--- src/rtl/lsu_pkg.sv ---
// Shared funct3 codes, FSM state encoding and request legality helper for the load/store unit.
package lsu_pkg;

    localparam logic [2:0] F3_B  = 3'b000;
    localparam logic [2:0] F3_H  = 3'b001;
    localparam logic [2:0] F3_W  = 3'b010;
    localparam logic [2:0] F3_BU = 3'b100;
    localparam logic [2:0] F3_HU = 3'b101;

    localparam logic [2:0] ST_IDLE   = 3'd0;
    localparam logic [2:0] ST_LOAD   = 3'd1;
    localparam logic [2:0] ST_STORE  = 3'd2;
    localparam logic [2:0] ST_RMW_RD = 3'd3;
    localparam logic [2:0] ST_RMW_WR = 3'd4;
    localparam logic [2:0] ST_RESP   = 3'd5;

    typedef enum logic [2:0] {
        IDLE   = ST_IDLE,
        LOAD   = ST_LOAD,
        STORE  = ST_STORE,
        RMW_RD = ST_RMW_RD,
        RMW_WR = ST_RMW_WR,
        RESP   = ST_RESP
    } lsu_state_e;

    // Stores only have the signed-looking encodings; unsigned variants exist for loads only.
    function automatic logic f3_legal(input logic [2:0] f3, input logic is_store);
        logic ok;
        ok = (f3 == F3_B) || (f3 == F3_H) || (f3 == F3_W);
        if (!is_store) ok = ok || (f3 == F3_BU) || (f3 == F3_HU);
        return ok;
    endfunction

endpackage

--- src/rtl/lsu_if.sv ---
// Core request/response and word-memory signals of the load/store unit.
interface lsu_if #(parameter int ADDR_W = 32);

    logic              req_valid;
    logic              req_ready;
    logic [2:0]        req_funct3;
    logic              req_is_store;
    logic [ADDR_W-1:0] req_addr;
    logic [31:0]       req_wdata;

    logic              resp_valid;
    logic              resp_ready;
    logic [31:0]       resp_rdata;
    logic              resp_err;

    logic [ADDR_W-1:0] mem_addr;
    logic [31:0]       mem_wdata;
    logic              mem_read_en;
    logic              mem_write_en;
    logic [31:0]       mem_rdata;

    modport master (
        input  req_valid, req_funct3, req_is_store, req_addr, req_wdata,
        output req_ready,
        output resp_valid, resp_rdata, resp_err,
        input  resp_ready,
        output mem_addr, mem_wdata, mem_read_en, mem_write_en,
        input  mem_rdata
    );

    modport slave (
        output req_valid, req_funct3, req_is_store, req_addr, req_wdata,
        input  req_ready,
        input  resp_valid, resp_rdata, resp_err,
        output resp_ready,
        input  mem_addr, mem_wdata, mem_read_en, mem_write_en,
        output mem_rdata
    );

endinterface

--- src/rtl/lsu_align.sv ---
// Combinational lane logic: sub-word load extraction/extension and store read-modify-write merge.
module lsu_align
    import lsu_pkg::*;
(
    input  logic [31:0] word_i,
    input  logic [1:0]  addr_lo_i,
    input  logic [2:0]  funct3_i,
    input  logic [31:0] wdata_i,
    output logic [31:0] load_data_o,
    output logic [31:0] merged_o
);

    logic [7:0]  lane_byte;
    logic [15:0] lane_half;

    always_comb begin
        lane_byte = word_i[{addr_lo_i, 3'b000} +: 8];
        lane_half = addr_lo_i[1] ? word_i[31:16] : word_i[15:0];

        load_data_o = word_i;
        case (funct3_i)
            F3_B:    load_data_o = {{24{lane_byte[7]}}, lane_byte};
            F3_BU:   load_data_o = {24'h0, lane_byte};
            F3_H:    load_data_o = {{16{lane_half[15]}}, lane_half};
            F3_HU:   load_data_o = {16'h0, lane_half};
            default: load_data_o = word_i;
        endcase

        merged_o = word_i;
        case (funct3_i[1:0])
            2'b00: merged_o[{addr_lo_i, 3'b000} +: 8] = wdata_i[7:0];
            2'b01: begin
                if (addr_lo_i[1]) merged_o[31:16] = wdata_i[15:0];
                else              merged_o[15:0]  = wdata_i[15:0];
            end
            default: merged_o = wdata_i;
        endcase
    end

endmodule

--- src/rtl/load_store_unit.sv ---
// Single-outstanding RV32I load/store initiator onto a word-only memory port.
// Sub-word stores are done as read-modify-write; bad requests respond with an error and never touch memory.
module load_store_unit
    import lsu_pkg::*;
#(
    parameter int MEM_WORDS = 28,
    parameter int ADDR_W    = 32
) (
    input  logic clk,
    input  logic reset,
    lsu_if.master bus
);

    lsu_state_e        state_q, state_d;
    logic [2:0]        f3_q, f3_d;
    logic [ADDR_W-1:0] addr_q, addr_d;
    logic [31:0]       wdata_q, wdata_d;
    logic [31:0]       rdata_q, rdata_d;
    logic [31:0]       merged_q, merged_d;
    logic              err_q, err_d;

    logic [31:0] load_ext;
    logic [31:0] store_merged;
    logic        misaligned;
    logic        out_of_range;
    logic        req_bad;

    lsu_align u_align (
        .word_i      (bus.mem_rdata),
        .addr_lo_i   (addr_q[1:0]),
        .funct3_i    (f3_q),
        .wdata_i     (wdata_q),
        .load_data_o (load_ext),
        .merged_o    (store_merged)
    );

    always_comb begin
        misaligned   = ((bus.req_funct3[1:0] == 2'b01) && bus.req_addr[0]) ||
                       ((bus.req_funct3[1:0] == 2'b10) && (bus.req_addr[1:0] != 2'b00));
        out_of_range = bus.req_addr[ADDR_W-1:2] >= (ADDR_W-2)'(MEM_WORDS);
        req_bad      = misaligned || out_of_range || !f3_legal(bus.req_funct3, bus.req_is_store);
    end

    always_comb begin
        state_d  = state_q;
        f3_d     = f3_q;
        addr_d   = addr_q;
        wdata_d  = wdata_q;
        rdata_d  = rdata_q;
        merged_d = merged_q;
        err_d    = err_q;
        case (state_q)
            IDLE: begin
                if (bus.req_valid) begin
                    f3_d    = bus.req_funct3;
                    addr_d  = bus.req_addr;
                    wdata_d = bus.req_wdata;
                    rdata_d = 32'h0;
                    err_d   = req_bad;
                    if (req_bad)                      state_d = RESP;
                    else if (!bus.req_is_store)       state_d = LOAD;
                    else if (bus.req_funct3 == F3_W)  state_d = STORE;
                    else                              state_d = RMW_RD;
                end
            end
            LOAD: begin
                rdata_d = load_ext;
                state_d = RESP;
            end
            STORE:  state_d = RESP;
            RMW_RD: begin
                merged_d = store_merged;
                state_d  = RMW_WR;
            end
            RMW_WR: state_d = RESP;
            RESP: begin
                if (bus.resp_ready) state_d = IDLE;
            end
            default: state_d = IDLE;
        endcase
    end

    always_ff @(posedge clk) begin
        if (reset) begin
            state_q  <= IDLE;
            f3_q     <= 3'h0;
            addr_q   <= '0;
            wdata_q  <= 32'h0;
            rdata_q  <= 32'h0;
            merged_q <= 32'h0;
            err_q    <= 1'b0;
        end else begin
            state_q  <= state_d;
            f3_q     <= f3_d;
            addr_q   <= addr_d;
            wdata_q  <= wdata_d;
            rdata_q  <= rdata_d;
            merged_q <= merged_d;
            err_q    <= err_d;
        end
    end

    // Outputs decode purely from state and registers, so nothing toggles on request inputs.
    assign bus.req_ready    = (state_q == IDLE);
    assign bus.resp_valid   = (state_q == RESP);
    assign bus.resp_rdata   = rdata_q;
    assign bus.resp_err     = err_q;
    assign bus.mem_read_en  = (state_q == LOAD)  || (state_q == RMW_RD);
    assign bus.mem_write_en = (state_q == STORE) || (state_q == RMW_WR);
    assign bus.mem_addr     = {addr_q[ADDR_W-1:2], 2'b00};
    assign bus.mem_wdata    = (state_q == STORE)  ? wdata_q :
                              (state_q == RMW_WR) ? merged_q : 32'h0;

endmodule

--- src/flat_wrapper.sv ---
// flat-port wrapper written by rule: the top's interface ports become plain ports
module load_store_unit_flat import lsu_pkg::*;
#(
    parameter int MEM_WORDS = 28,
    parameter int ADDR_W    = 32
)
  (clk, reset, bus_req_valid, bus_req_funct3, bus_req_is_store, bus_req_addr, bus_req_wdata, bus_req_ready, bus_resp_valid, bus_resp_rdata, bus_resp_err, bus_resp_ready, bus_mem_addr, bus_mem_wdata, bus_mem_read_en, bus_mem_write_en, bus_mem_rdata);
  lsu_if #(.ADDR_W(ADDR_W)) bus_i ();
  input  logic clk;
  input  logic reset;
  input wire logic [$bits(bus_i.req_valid)-1:0] bus_req_valid;
  input wire logic [$bits(bus_i.req_funct3)-1:0] bus_req_funct3;
  input wire logic [$bits(bus_i.req_is_store)-1:0] bus_req_is_store;
  input wire logic [$bits(bus_i.req_addr)-1:0] bus_req_addr;
  input wire logic [$bits(bus_i.req_wdata)-1:0] bus_req_wdata;
  output wire logic [$bits(bus_i.req_ready)-1:0] bus_req_ready;
  output wire logic [$bits(bus_i.resp_valid)-1:0] bus_resp_valid;
  output wire logic [$bits(bus_i.resp_rdata)-1:0] bus_resp_rdata;
  output wire logic [$bits(bus_i.resp_err)-1:0] bus_resp_err;
  input wire logic [$bits(bus_i.resp_ready)-1:0] bus_resp_ready;
  output wire logic [$bits(bus_i.mem_addr)-1:0] bus_mem_addr;
  output wire logic [$bits(bus_i.mem_wdata)-1:0] bus_mem_wdata;
  output wire logic [$bits(bus_i.mem_read_en)-1:0] bus_mem_read_en;
  output wire logic [$bits(bus_i.mem_write_en)-1:0] bus_mem_write_en;
  input wire logic [$bits(bus_i.mem_rdata)-1:0] bus_mem_rdata;
  assign bus_i.req_valid = bus_req_valid;
  assign bus_i.req_funct3 = bus_req_funct3;
  assign bus_i.req_is_store = bus_req_is_store;
  assign bus_i.req_addr = bus_req_addr;
  assign bus_i.req_wdata = bus_req_wdata;
  assign bus_req_ready = bus_i.req_ready;
  assign bus_resp_valid = bus_i.resp_valid;
  assign bus_resp_rdata = bus_i.resp_rdata;
  assign bus_resp_err = bus_i.resp_err;
  assign bus_i.resp_ready = bus_resp_ready;
  assign bus_mem_addr = bus_i.mem_addr;
  assign bus_mem_wdata = bus_i.mem_wdata;
  assign bus_mem_read_en = bus_i.mem_read_en;
  assign bus_mem_write_en = bus_i.mem_write_en;
  assign bus_i.mem_rdata = bus_mem_rdata;
  load_store_unit #(.MEM_WORDS(MEM_WORDS), .ADDR_W(ADDR_W)) u_core (.clk(clk), .reset(reset), .bus(bus_i));
endmodule
--- config.mk ---
export PLATFORM = sky130hd
export DESIGN_NAME = load_store_unit_flat
export DESIGN_NICKNAME = d
export VERILOG_FILES = /design/src/rtl/lsu_pkg.sv /design/src/rtl/lsu_if.sv /design/src/rtl/lsu_align.sv /design/src/rtl/load_store_unit.sv /design/src/flat_wrapper.sv
export SDC_FILE = /design/constraint.sdc
export NUM_CORES = 1
export LEC_CHECK = 0
export ABC_AREA = 1
export CAP_MARGIN = 40
export CORE_ASPECT_RATIO = 1.25
export CORE_MARGIN = 3
export CORE_UTILIZATION = 53
export CTS_BUF_LIST = sky130_fd_sc_hd__clkbuf_4 sky130_fd_sc_hd__clkbuf_8
export CTS_CLUSTER_SIZE = 25
export DETAILED_ROUTE_END_ITERATION = 6
export PLACE_DENSITY = 0.95
export SKIP_CTS_REPAIR_TIMING = 1
export SYNTH_ARGS = -nofsm -noshare
export SYNTH_HDL_FRONTEND = slang
export SYNTH_SLANG_ARGS = --single-unit
--- constraint.sdc ---
create_clock -name clk -period 4.1 [get_ports clk]
set_clock_uncertainty 0.05 [all_clocks]
set_input_delay 0.615 -clock clk [delete_from_list [all_inputs] [get_ports clk]]
set_output_delay 0.615 -clock clk [all_outputs]
set_load 0.005 [all_outputs]
==> results by stage, run 1 <==
Synth:
- The top flip-flop cell by instance count after synthesis is dfxtp_1.
- By area, the combinational part of the netlist is dominated by compound AO/OA/AOI/OAI gates.
- After Yosys synthesis, XOR and XNOR cells account for 0% of the synthesized area.
- Averaged over all synthesized cells, the footprint is 6.81 um^2.
- The commonest cells after synthesis are 211 x a21oi_1, 173 x nand2_1, 135 x dfxtp_1.
- The mux share of post-synthesis cell area is 0%.
- By area the synthesized netlist is led by dfxtp_1 38%, a21oi_1 15%, nand2_1 9.2%.
- Yosys instantiated no cell more often than a21oi_1.
- Yosys mapped a number of flops with a built-in enable equal to 0.
- The flop and latch count out of synthesis is 135.
- The area fraction in and, or, nand and nor cells after synthesis is 16.4%.
- The Yosys step of the flow raised 0 warnings.
- The top cell type by total area after synthesis is dfxtp_1.
- The share of the synthesized area in compound gates (AO/OA/AOI/OAI) is 30.2%.
- The share of the synthesized area in the top cell type is 38.2%.
- After Yosys synthesis, full adders, half adders and majority gates account for 0.884% of the synthesized area.
- The sequential fraction of the synthesis area is 38.2%.
- The post-synthesis async set-or-reset flop share is 0%.
- The synthesized netlist cell count is 1039.
- Summing every instance area after synthesis gives 0.00708 mm^2.
- The number of distinct library cell variants in the gate-level netlist after synthesis is 31.

Die:
- The top-level port count is 205.
- The die width is 109 um.
- The site row count is 46.
- The core region is 0.0129 mm^2.
- Once the floorplan was initialized, standard cells occupied 54.9% of the core.
- In this run the vertical extent of the chip is 135 um.
- The die covers 0.0148 mm^2.

Finish:
- 0 antenna diodes ended up in the layout.
- The relative area change from synthesis to final layout is 30.5%.
- The non-filler instance count after layout is 1350.
- At the end of the flow, the number of nets in the layout was 1278.
- Of the cells placed in the final design, the portion with a size suffix greater than 1 is 5.92%.

Route:
- The via count of the routed design is 7735.
- The routed wire length is 23600 um.
- The detailed-routing iteration count for the pre-antenna-repair pass is 5.
- The count of nets left with antenna violations once routing finished came out at 0.
- In the final routed layout, each cell accounts on average for 17.5 um.
- The via density per instance is 5.73.
- The detailed router finished its first iteration with 792 violations.
- The count of unresolved DRC violations after routing is 0.

Timing:
- The clock period minus final worst setup slack is 2.86 ns.
- Final hold analysis gives a worst-case slack of 0.415 ns.
- The final max-slew violation count is 0.
- The maximum frequency from static timing analysis is 0.349 GHz.
- For the final routed database, the setup TNS stands at 0 ns.
- At the pin with the least slew margin, the transition time is 0.721 ns.
- Setup repair after global routing left no endpoint under its margin.
- Measured against its own limit, the worst slew margin works out to 52.0%.
- Setup violations remaining at the end of the flow were counted as 0.
- The worst path uses 69.8% of the clock period.
- The final number of hold-violating endpoints came to 0.

Placement:
- The total of buffers placed on input and output ports is 202.
- Once placement completed, the tool counted placed cells totaling 1318.
- The final weighted congestion of routability-driven global placement is 0.977.
- The placed wire-length estimate after detailed placement is 17200 um.

Pwr:
- The sum of internal, switching and leakage power is 0.00374 W.
- The largest voltage drop on the vdd net is 252 uV.
- The power per unit of standard cell area is 404 mW/mm^2.
- The analysis attributes to cell leakage a power of 3.47 nW.

Clocking:
- The clock tree root buffer cell is clkbuf_8.
- In this run the number of H-tree levels came out at 4.
- The total number of clock tree sinks is 135.
- After clock tree synthesis, the clock-pin slew on the worst setup and hold paths is 0.08 ns.
- The CTS buffer count is 17.
- The clock reaches the later pin of the worst-skew pair after 0.46 ns.
- TritonCTS built the clock tree.
- The buffer levels on the longest clock path is 2.

Critical path:
- STA classifies the critical path startpoint as a register.
- The setup check on the worst reg-to-reg path leaves a slack of 1.45 ns.
- The largest driver fanout on the critical path is 26.
- Data arrives at the worst endpoint at 2.20 ns.
- The setup path with the least slack is of type reg -> out.
- The data required time of the worst path is 3.43 ns.
- The worst setup path is captured at an output pin.

Global route:
- Global routing used 31.5% of the available tracks.
- The initial antenna violation count is 0.
- The pin count of the biggest net entering global routing is 76.
- The first global-routing pass estimated 36400 um of wire.
- The total overflow left after global routing is 0.
- The number of global-route vias before repair is 7204.

Min path:
- The min-delay analysis places its worst path in the category reg -> reg.

Job:
- The total of max-cap violations is 0.

Run status:
- The run finished with clean final reports.
routing by layer:
metal  up-vias  share of wire, %  track usage [%]
met2       447                49             53.1
met4         0               3.5             13.2
li1       3713                 -                -
met5         -                 0                0
met1      3507                37             37.2
met3        68                10             9.11
worst max-delay path, cell delays in order, from the launching register on:
cell and delay, ns:
dfxtp_1 0.33, nor2_1 0.17, nand2_1 0.27, buf_16 0.26, o22ai_1 0.17, clkdlybuf4s50_1 0.53
registers in the layout, summed over array words and instances (netlist names):
name / count
u_core.state_q: 3
u_core.addr_q: 32
u_core.merged_q: 32
u_core.wdata_q: 32
u_core.bus.resp_err: 1
u_core.bus.resp_rdata: 32
u_core.f3_q: 3
report_power, final:
group | total, W | switching [W] | internal [W]
Clock | 0.00113 | 0.000542 | 0.000584
Combinational | 0.00108 | 0.000650 | 0.000429
Sequential | 0.00153 | 0.0000904 | 0.00144
Total | 0.00374 | 0.00128 | 0.00245
layout by cell type, fill, tap and decap left out:
cell type,n
clkdlybuf4s50_1,201
nand2_1,173
clkinvlp_4,5
nor2_2,2
nor2_8,1
buf_4,7
nand2_2,3
clkinv_4,1
clkinv_2,4
o21ai_2,1
clkbuf_8,20
inv_2,11
conb_1,2
nor2_4,2
bufinv_16,2
nor3_1,4
ha_1,5
or2_2,6
o211ai_1,22
nand4_1,2
nor2_1,42
o221ai_1,6
o21bai_1,1
nand2_4,1
buf_16,1
inv_1,110
o21ai_1,22
buf_2,1
nand3_2,1
a21oi_2,1
dfxtp_1,135
o21ai_0,105
nand3_1,38
a21oi_1,211
o22ai_1,33
final cells by class:
cell class	instances	area (um^2)
fillers	1031	3650
multi-input cells	684	3370
flip-flops and latches	135	2700
repair buffers	210	2100
inverters	121	454
clock buffers	20	275
well taps	168	210
clock inverters	12	126
through the flow:
step | instance area (um^2) | setup slack (ns) | util (%)
6_report | 9240 | 1.24 | 71.7
5_1_grt | 9240 | 1.12 | 71.7
4_1_cts | 9240 | 1.21 | 71.7
3_5_place_dp | 8840 | 1.44 | 68.5
3_3_place_gp | 8810 | 1.43 | 68.3
2_1_floorplan | 7080 | 2.27 | -
cells by family (layout without fill, tap and decap cells):
group	count (synthesis)	count (layout)
compound gates	402	402
fa+ha+maj	5	5
buf+inv	221	363
flops	135	135
other cells	1	2
simple gates	275	275
worst paths after layout:
kind | start | end | depth (start not counted)
min | u_core.addr_q[26]$_SDFFE_PP0P_ | u_core.addr_q[26]$_SDFFE_PP0P_ | 2
min reg2reg | u_core.addr_q[26]$_SDFFE_PP0P_ | u_core.addr_q[26]$_SDFFE_PP0P_ | 2
max | u_core.state_q[2]$_SDFFE_PP0P_ | bus_mem_wdata[8] | 5
max reg2reg | u_core.addr_q[0]$_SDFFE_PP0P_ | u_core.merged_q[16]$_SDFFE_PP0P_ | 8
No activity file was read; power rests on OpenSTA's default activity.
==> run 2, diff against run 1 <==
- CORE_UTILIZATION: 53 -> 45
- PLACE_DENSITY: 0.95 -> 0.86
- clock period: 4.1 -> 2.42 ns (I/O delays scaled with it)
==> results by stage, run 2 (synthesized netlist as in run 1, its figures left out) <==
Global route:
- The first-pass GRT wire length is 37200 um.
- Entering global routing, the biggest net connects 68 pins.
- The initial antenna violation count is 0.
- The remaining global-route overflow is 0.
- The number of global-route vias before repair is 7242.
- The global-route usage over all layers is 26.7%.

Route:
- The detailed-routing iteration count for the pre-antenna-repair pass is 6.
- Using the TritonRoute via totals, the vias-per-cell ratio works out to 5.51.
- The DRC violation total after the first TritonRoute iteration is 837.
- The via count of the routed design is 7693.
- The final layout contains routed wiring with a total length of 23900 um.
- The count of nets left with antenna violations once routing finished came out at 0.
- The mean routed wirelength per cell is 17.1 um.
- In the routed design, unresolved DRC markers number 0.

Clocking:
- The root buffer cell chosen for the clock tree is clkbuf_8.
- The clock transition time at the flip-flop clock pins of the worst setup and hold paths is 0.09 ns.
- TritonCTS created 17 clock buffers.
- The H-tree generated during clock tree synthesis spans 4 levels.
- The buffer levels on the longest clock path is 2.
- The source-to-sink clock delay at the later pin of the worst-skew pair is 0.46 ns.
- TritonCTS built the clock tree.
- The total number of clock tree sinks is 135.

Timing:
- The smallest setup slack after layout is 0.0384 ns.
- Subtracting the final worst setup slack from the clock period gives 2.38 ns.
- Timing would allow up to 0.420 GHz.
- The final max-slew violation count is 0.
- The part of the cycle the worst path needs is 98.4%.
- Setup violations remaining at the end of the flow were counted as 0.
- The transition time of the tightest slew-check pin is 0.713 ns.
- In this run the tightest slew margin relative to its limit is 52.5%.
- The final number of hold-violating endpoints is 0.

Run status:
- The flow ran to the end, and the final reports show no timing, DRC or antenna violations.

Placement:
- The count of buffers added on input and output ports is 202.
- The total placed cells including tap cells is 1364.
- Timing analysis after detailed placement gives a worst setup slack of 0.308 ns.
- At the end of routability-driven placement, the weighted congestion stood at 0.954.
- The placed wire-length estimate after detailed placement is 17800 um.

Die:
- After floorplanning, the core was divided into 50 placement rows.
- The die width is 118 um.
- The height of the die is 146 um.
- The die outline area is 0.0173 mm^2.
- Once the floorplan was initialized, standard cells occupied 46.6% of the core.
- The core outline area is 0.0152 mm^2.
- The top-level port count is 205.

Min path:
- In this run the worst hold path is classified as in -> reg.

Finish:
- The top cell types in the final layout, fill and taps aside, are 211 x a21oi_1, 199 x clkdlybuf4s50_1, 172 x nand2_1.
- The non-filler instance count after layout is 1396.
- The total number of nets in the final design is 1284.
- The fraction of final layout cells with drive strength greater than 1 is 7.07%.
- The relative area change from synthesis to final layout is 32.5%.
- Leaving out fill and tap cells, the most frequent cell in the layout is a21oi_1.
- The number of antenna repair diodes is 0.

Pwr:
- Combinational logic burns 29.6% of the power.
- Net switching is 35.4% of the power.
- Of the total power, registers draw 40.5%.
- The share of total power dissipated in the clock network is 29.9%.
- Across the VDD grid, the largest voltage drop is 403 uV.
- For this design the total switching power over the nets is 0.00226 W.
- The cell-internal power is 0.00413 W.
- The leakage power is 3.55 nW.
- The power per unit of standard cell area is 681 mW/mm^2.

Critical path:
- STA puts the critical path data arrival time at 1.97 ns.
- STA puts the critical path data required time at 2.01 ns.
- Grouping stages by cell kind, the critical path spends the most delay in buffers and inverters.
- The signal on the critical path passes through nor2_4, nand2_4, buf_12, o22ai_1, clkdlybuf4s50_1.
- Counting both buffers and inverters, the worst setup path holds a total of 2.
- The worst setup path is captured at an output pin.
- In this run the worst path has a maximum fanout of 26.
- The kind of launch point of the worst setup path is a register.
- The delay of the slowest critical-path stage is 0.54 ns.
- The critical-path cell with the highest stage delay is clkdlybuf4s50_1.
- The class of the most critical setup path is reg -> out.
- The register-to-register setup slack is 0.34 ns.

Job:
- Across the run, the number of max-cap violations was 0.
-- run 2: worst paths after layout --
kind,from,to,depth (start not counted)
hold reg to reg,u_core.bus.resp_rdata[6]$_SDFFE_PP0P_,u_core.bus.resp_rdata[6]$_SDFFE_PP0P_,2
setup reg to reg,u_core.addr_q[1]$_SDFFE_PP0P_,u_core.merged_q[1]$_SDFFE_PP0P_,9
hold / removal,bus_req_addr[3],u_core.addr_q[3]$_SDFFE_PP0P_,3
setup / recovery,u_core.state_q[2]$_SDFFE_PP0P_,bus_mem_wdata[24],5
-- run 2: tightest hold or removal path: stages --
cell and delay (ns):
clkdlybuf4s50_1 0.39, nand2_1 0.06, a21oi_1 0.05
-- run 2: layer usage --
layer  vias to the layer above  wire length (um)  track usage, %
met5                         -                 0               0
met4                         0               750            9.15
met3                        61              1920            6.86
met2                       375             11800            45.9
met1                      3535              9430            32.3
li1                       3722                 -               -
-- run 2: final cells by class --
type	instances	area (um^2)
Clock buffer	17	234
Clock inverter	15	168
Inverter	121	454
Fill cell	1388	5820
Sequential cell	135	2710
Tap cell	208	260
Multi-Input combinational cell	684	3410
Timing Repair Buffer	216	2150
-- run 2: power groups by stage --
stage / Sequential [W] / Combinational, W / Clock [W]
floorplan: 0.00260 / 0.00117 / 0
global placement: 0.00262 / 0.00183 / 0
detailed placement: 0.00263 / 0.00185 / 0
CTS: 0.00258 / 0.00186 / 0.00193
global route: 0.00261 / 0.00207 / 0.00203
finish: 0.00259 / 0.00189 / 0.00191
-- run 2: stage by stage --
stage / TNS [ns] / util (%) / hold WS, ns / power [W] / area, um^2
finish: 0 / 61.7 / 0.392 / 0.00639 / 9380
floorplan: 0 / - / 0.394 / 0.00377 / 7080
global route: -0.128 / 61.7 / 0.394 / 0.00672 / 9380
global placement: 0 / 58.8 / 0.401 / 0.00445 / 8940
detailed placement: 0 / 58.8 / 0.405 / 0.00448 / 8940
CTS: -2.54 / 61.4 / 0.385 / 0.00637 / 9340
==> run 3, diff against run 2 <==
- CORE_UTILIZATION: 45 -> 53
- PLACE_DENSITY: 0.86 -> 0.95
- clock period: 2.42 -> 2.75 ns (I/O delays scaled with it)
==> results by stage, run 3 (synthesized netlist as in run 1, its figures left out) <==
Run status:
- The flow ran to the end, and the final reports show no timing, DRC or antenna violations.

Global route:
- Global routing finished with a remaining overflow of 0.
- The first-pass GRT wire length is 36900 um.
- In the global route stage, overall resource usage came out at 31.9%.
- Entering global routing, the biggest net connects 68 pins.
- The number of global-route vias before repair is 7410.
- The initial antenna violation count was 0.

Clocking:
- The buffer levels on the longest clock path is 2.
- TritonCTS built the clock tree.
- The H-tree was split into 4 levels.
- The total number of clock tree sinks is 135.
- TritonCTS created 17 clock buffers.
- After clock tree synthesis, the clock-pin slew on the worst setup and hold paths is 0.07 ns.
- The source-to-sink clock delay at the later pin of the worst-skew pair is 0.46 ns.
- The clock tree root buffer cell is clkbuf_8.

Route:
- Once detail routing completed, the nets flagged for antenna violations numbered 0.
- The detailed-routing iteration count for the pre-antenna-repair pass is 6.
- The via count of the routed design is 7868.
- The mean routed wirelength per cell is 17.7 um.
- In the routed design, unresolved DRC markers number 0.
- The DRC violation total after the first TritonRoute iteration is 853.
- The routed wire length is 24000 um.
- The detailed router used layers up to and including met4.
- The detailed router put a total of 8770 um of wire on met1.
- The via density per instance is 5.80.
- Detailed routing placed a total of 11800 um of wire on met2.
- In the detailed route, the total length drawn on met3 is 2250 um.

Pwr:
- For this design the total switching power over the nets is 0.00189 W.
- The power per unit of standard cell area is 637 mW/mm^2.
- The cell-internal power is 0.00407 W.
- In this run switching power makes up 31.7% of total power.
- In this run, the combinational gates consume 27.4% of the power.
- The sequential fraction of design power is 38.3%.
- The leakage power is 3.55 nW.
- Of the total power, the clock network draws 34.3%.
- The largest voltage drop on the vdd net is 505 uV.

Finish:
- The leading cell type in the layout, fill and taps excluded is a21oi_1.
- The total number of nets in the final design is 1284.
- The library cells used most frequently in the layout, excluding fill and tap cells, are 211 x a21oi_1, 201 x clkdlybuf4s50_1, 173 x nand2_1.
- In the final layout, the share of cells above drive strength 1 is 6.40%.
- The number of antenna repair diodes is 0.
- Compared with the post-synthesis result, the final layout area differs by 32.2%.

Die:
- Once the floorplan was initialized, standard cells occupied 54.9% of the core.
- The die covers 0.0148 mm^2.
- From left edge to right edge, the die measures 109 um.
- Row generation in the floorplan step produced 46 rows.
- In this run the vertical extent of the chip is 135 um.
- During I/O placement, the number of pins put on the boundary was 205.
- After floorplanning, the core was sized to cover 0.0129 mm^2.

Critical path:
- The data required time of the worst path is 2.29 ns.
- The kind of launch point of the worst setup path is a register.
- STA classifies the critical path endpoint as an output pin.
- For the worst setup path, the data arrival time is 2.13 ns.
- The critical path in this run is classified as reg -> out.
- Of all nets on the critical path, the largest fanout is 33.

Placement:
- Prior to clock tree synthesis, the placed netlist has a worst setup slack of 0.375 ns.
- At the end of routability-driven placement, the weighted congestion stood at 0.974.
- The placed wire-length estimate after detailed placement is 17500 um.
- In this run the tool buffered the top-level ports with 202 buffer cells.

Timing:
- Setup repair after global routing left no endpoint under its margin.
- Hold is met by 0.414 ns.
- The final max-slew violation count is 0.
- For the finished layout, the period the worst path requires is 2.60 ns.
- The smallest setup slack after layout is 0.154 ns.
- The final number of hold-violating endpoints is 0.
- For this run, the top clock speed supported by timing is 0.385 GHz.
- The setup TNS after final layout is 0 ns.
- Of the available clock period, the critical path in the final layout requires 94.4%.
- Measured against its own limit, the worst slew margin works out to 51.3%.
- The count of final setup violators is 0.
- At the pin with the least slew margin, the transition time is 0.730 ns.

Min path:
- The min-delay analysis places its worst path in the category reg -> reg.

Job:
- The total of max-cap violations is 0.
-- run 3: cell types whose count changed in the layout (fill, tap and decap cells not counted), moves of 3 or more --
cell	delta
dfxtp_1	+3
clkbuf_4	+5
inv_6	-6
dfxtp_2	-3
bufinv_16	+4
clkinvlp_4	-4
-- run 3: final timing paths --
kind	from	to	slack [ns]	cells after the start
min	u_core.bus.resp_rdata[15]$_SDFFE_PP0P_	u_core.bus.resp_rdata[15]$_SDFFE_PP0P_	0.41	2
max	u_core.state_q[0]$_SDFFE_PP0P_	bus_mem_wdata[6]	0.15	5
max reg2reg	u_core.addr_q[0]$_SDFFE_PP0P_	u_core.merged_q[18]$_SDFFE_PP0P_	0.25	8
min reg2reg	u_core.bus.resp_rdata[15]$_SDFFE_PP0P_	u_core.bus.resp_rdata[15]$_SDFFE_PP0P_	0.41	2
-- run 3: per-layer routing --
| metal | vias to the layer above | global-route usage, % |
|---|---|---|
| li1 | 3730 | - |
| met1 | 3556 | 37.0 |
| met2 | 489 | 53.3 |
| met3 | 93 | 8.30 |
| met4 | 0 | 17.0 |
| met5 | - | 0 |
-- run 3: critical path: stages, from the launching register on --
cell and delay [ns]:
dfxtp_1 0.34, nor2_1 0.17, nand2_1 0.07, buf_4 0.25, o22ai_1 0.27, clkdlybuf4s50_1 0.57
-- run 3: per-stage QoR --
step | area [um^2] | power (W) | instances | util (%)
2_1_floorplan | 7080 | 0.00332 | 1040 | -
3_3_place_gp | 8860 | 0.00388 | 1324 | 68.7
3_5_place_dp | 8860 | 0.00391 | 1324 | 68.7
4_1_cts | 9350 | 0.00594 | 1356 | 72.6
6_report | 9350 | 0.00596 | 1356 | 72.6
5_1_grt | 9350 | 0.00623 | 1356 | 72.6
-- run 3: layout make-up --
class | instances | area [um^2]
well taps | 168 | 210
inverters | 121 | 454
clock inverters | 8 | 193
multi-input cells | 684 | 3370
clock buffers | 24 | 299
repair buffers | 216 | 2120
flip-flops and latches | 135 | 2700
fillers | 1009 | 3540
-- run 3: power by group through the flow --
stage | Combinational, W | Sequential (W) | Clock (W)
2_1_floorplan | 0.00103 | 0.00229 | 0
3_3_place_gp | 0.00157 | 0.00231 | 0
3_5_place_dp | 0.00159 | 0.00232 | 0
4_1_cts | 0.00161 | 0.00228 | 0.00205
5_1_grt | 0.00178 | 0.00230 | 0.00214
6_report | 0.00163 | 0.00228 | 0.00205
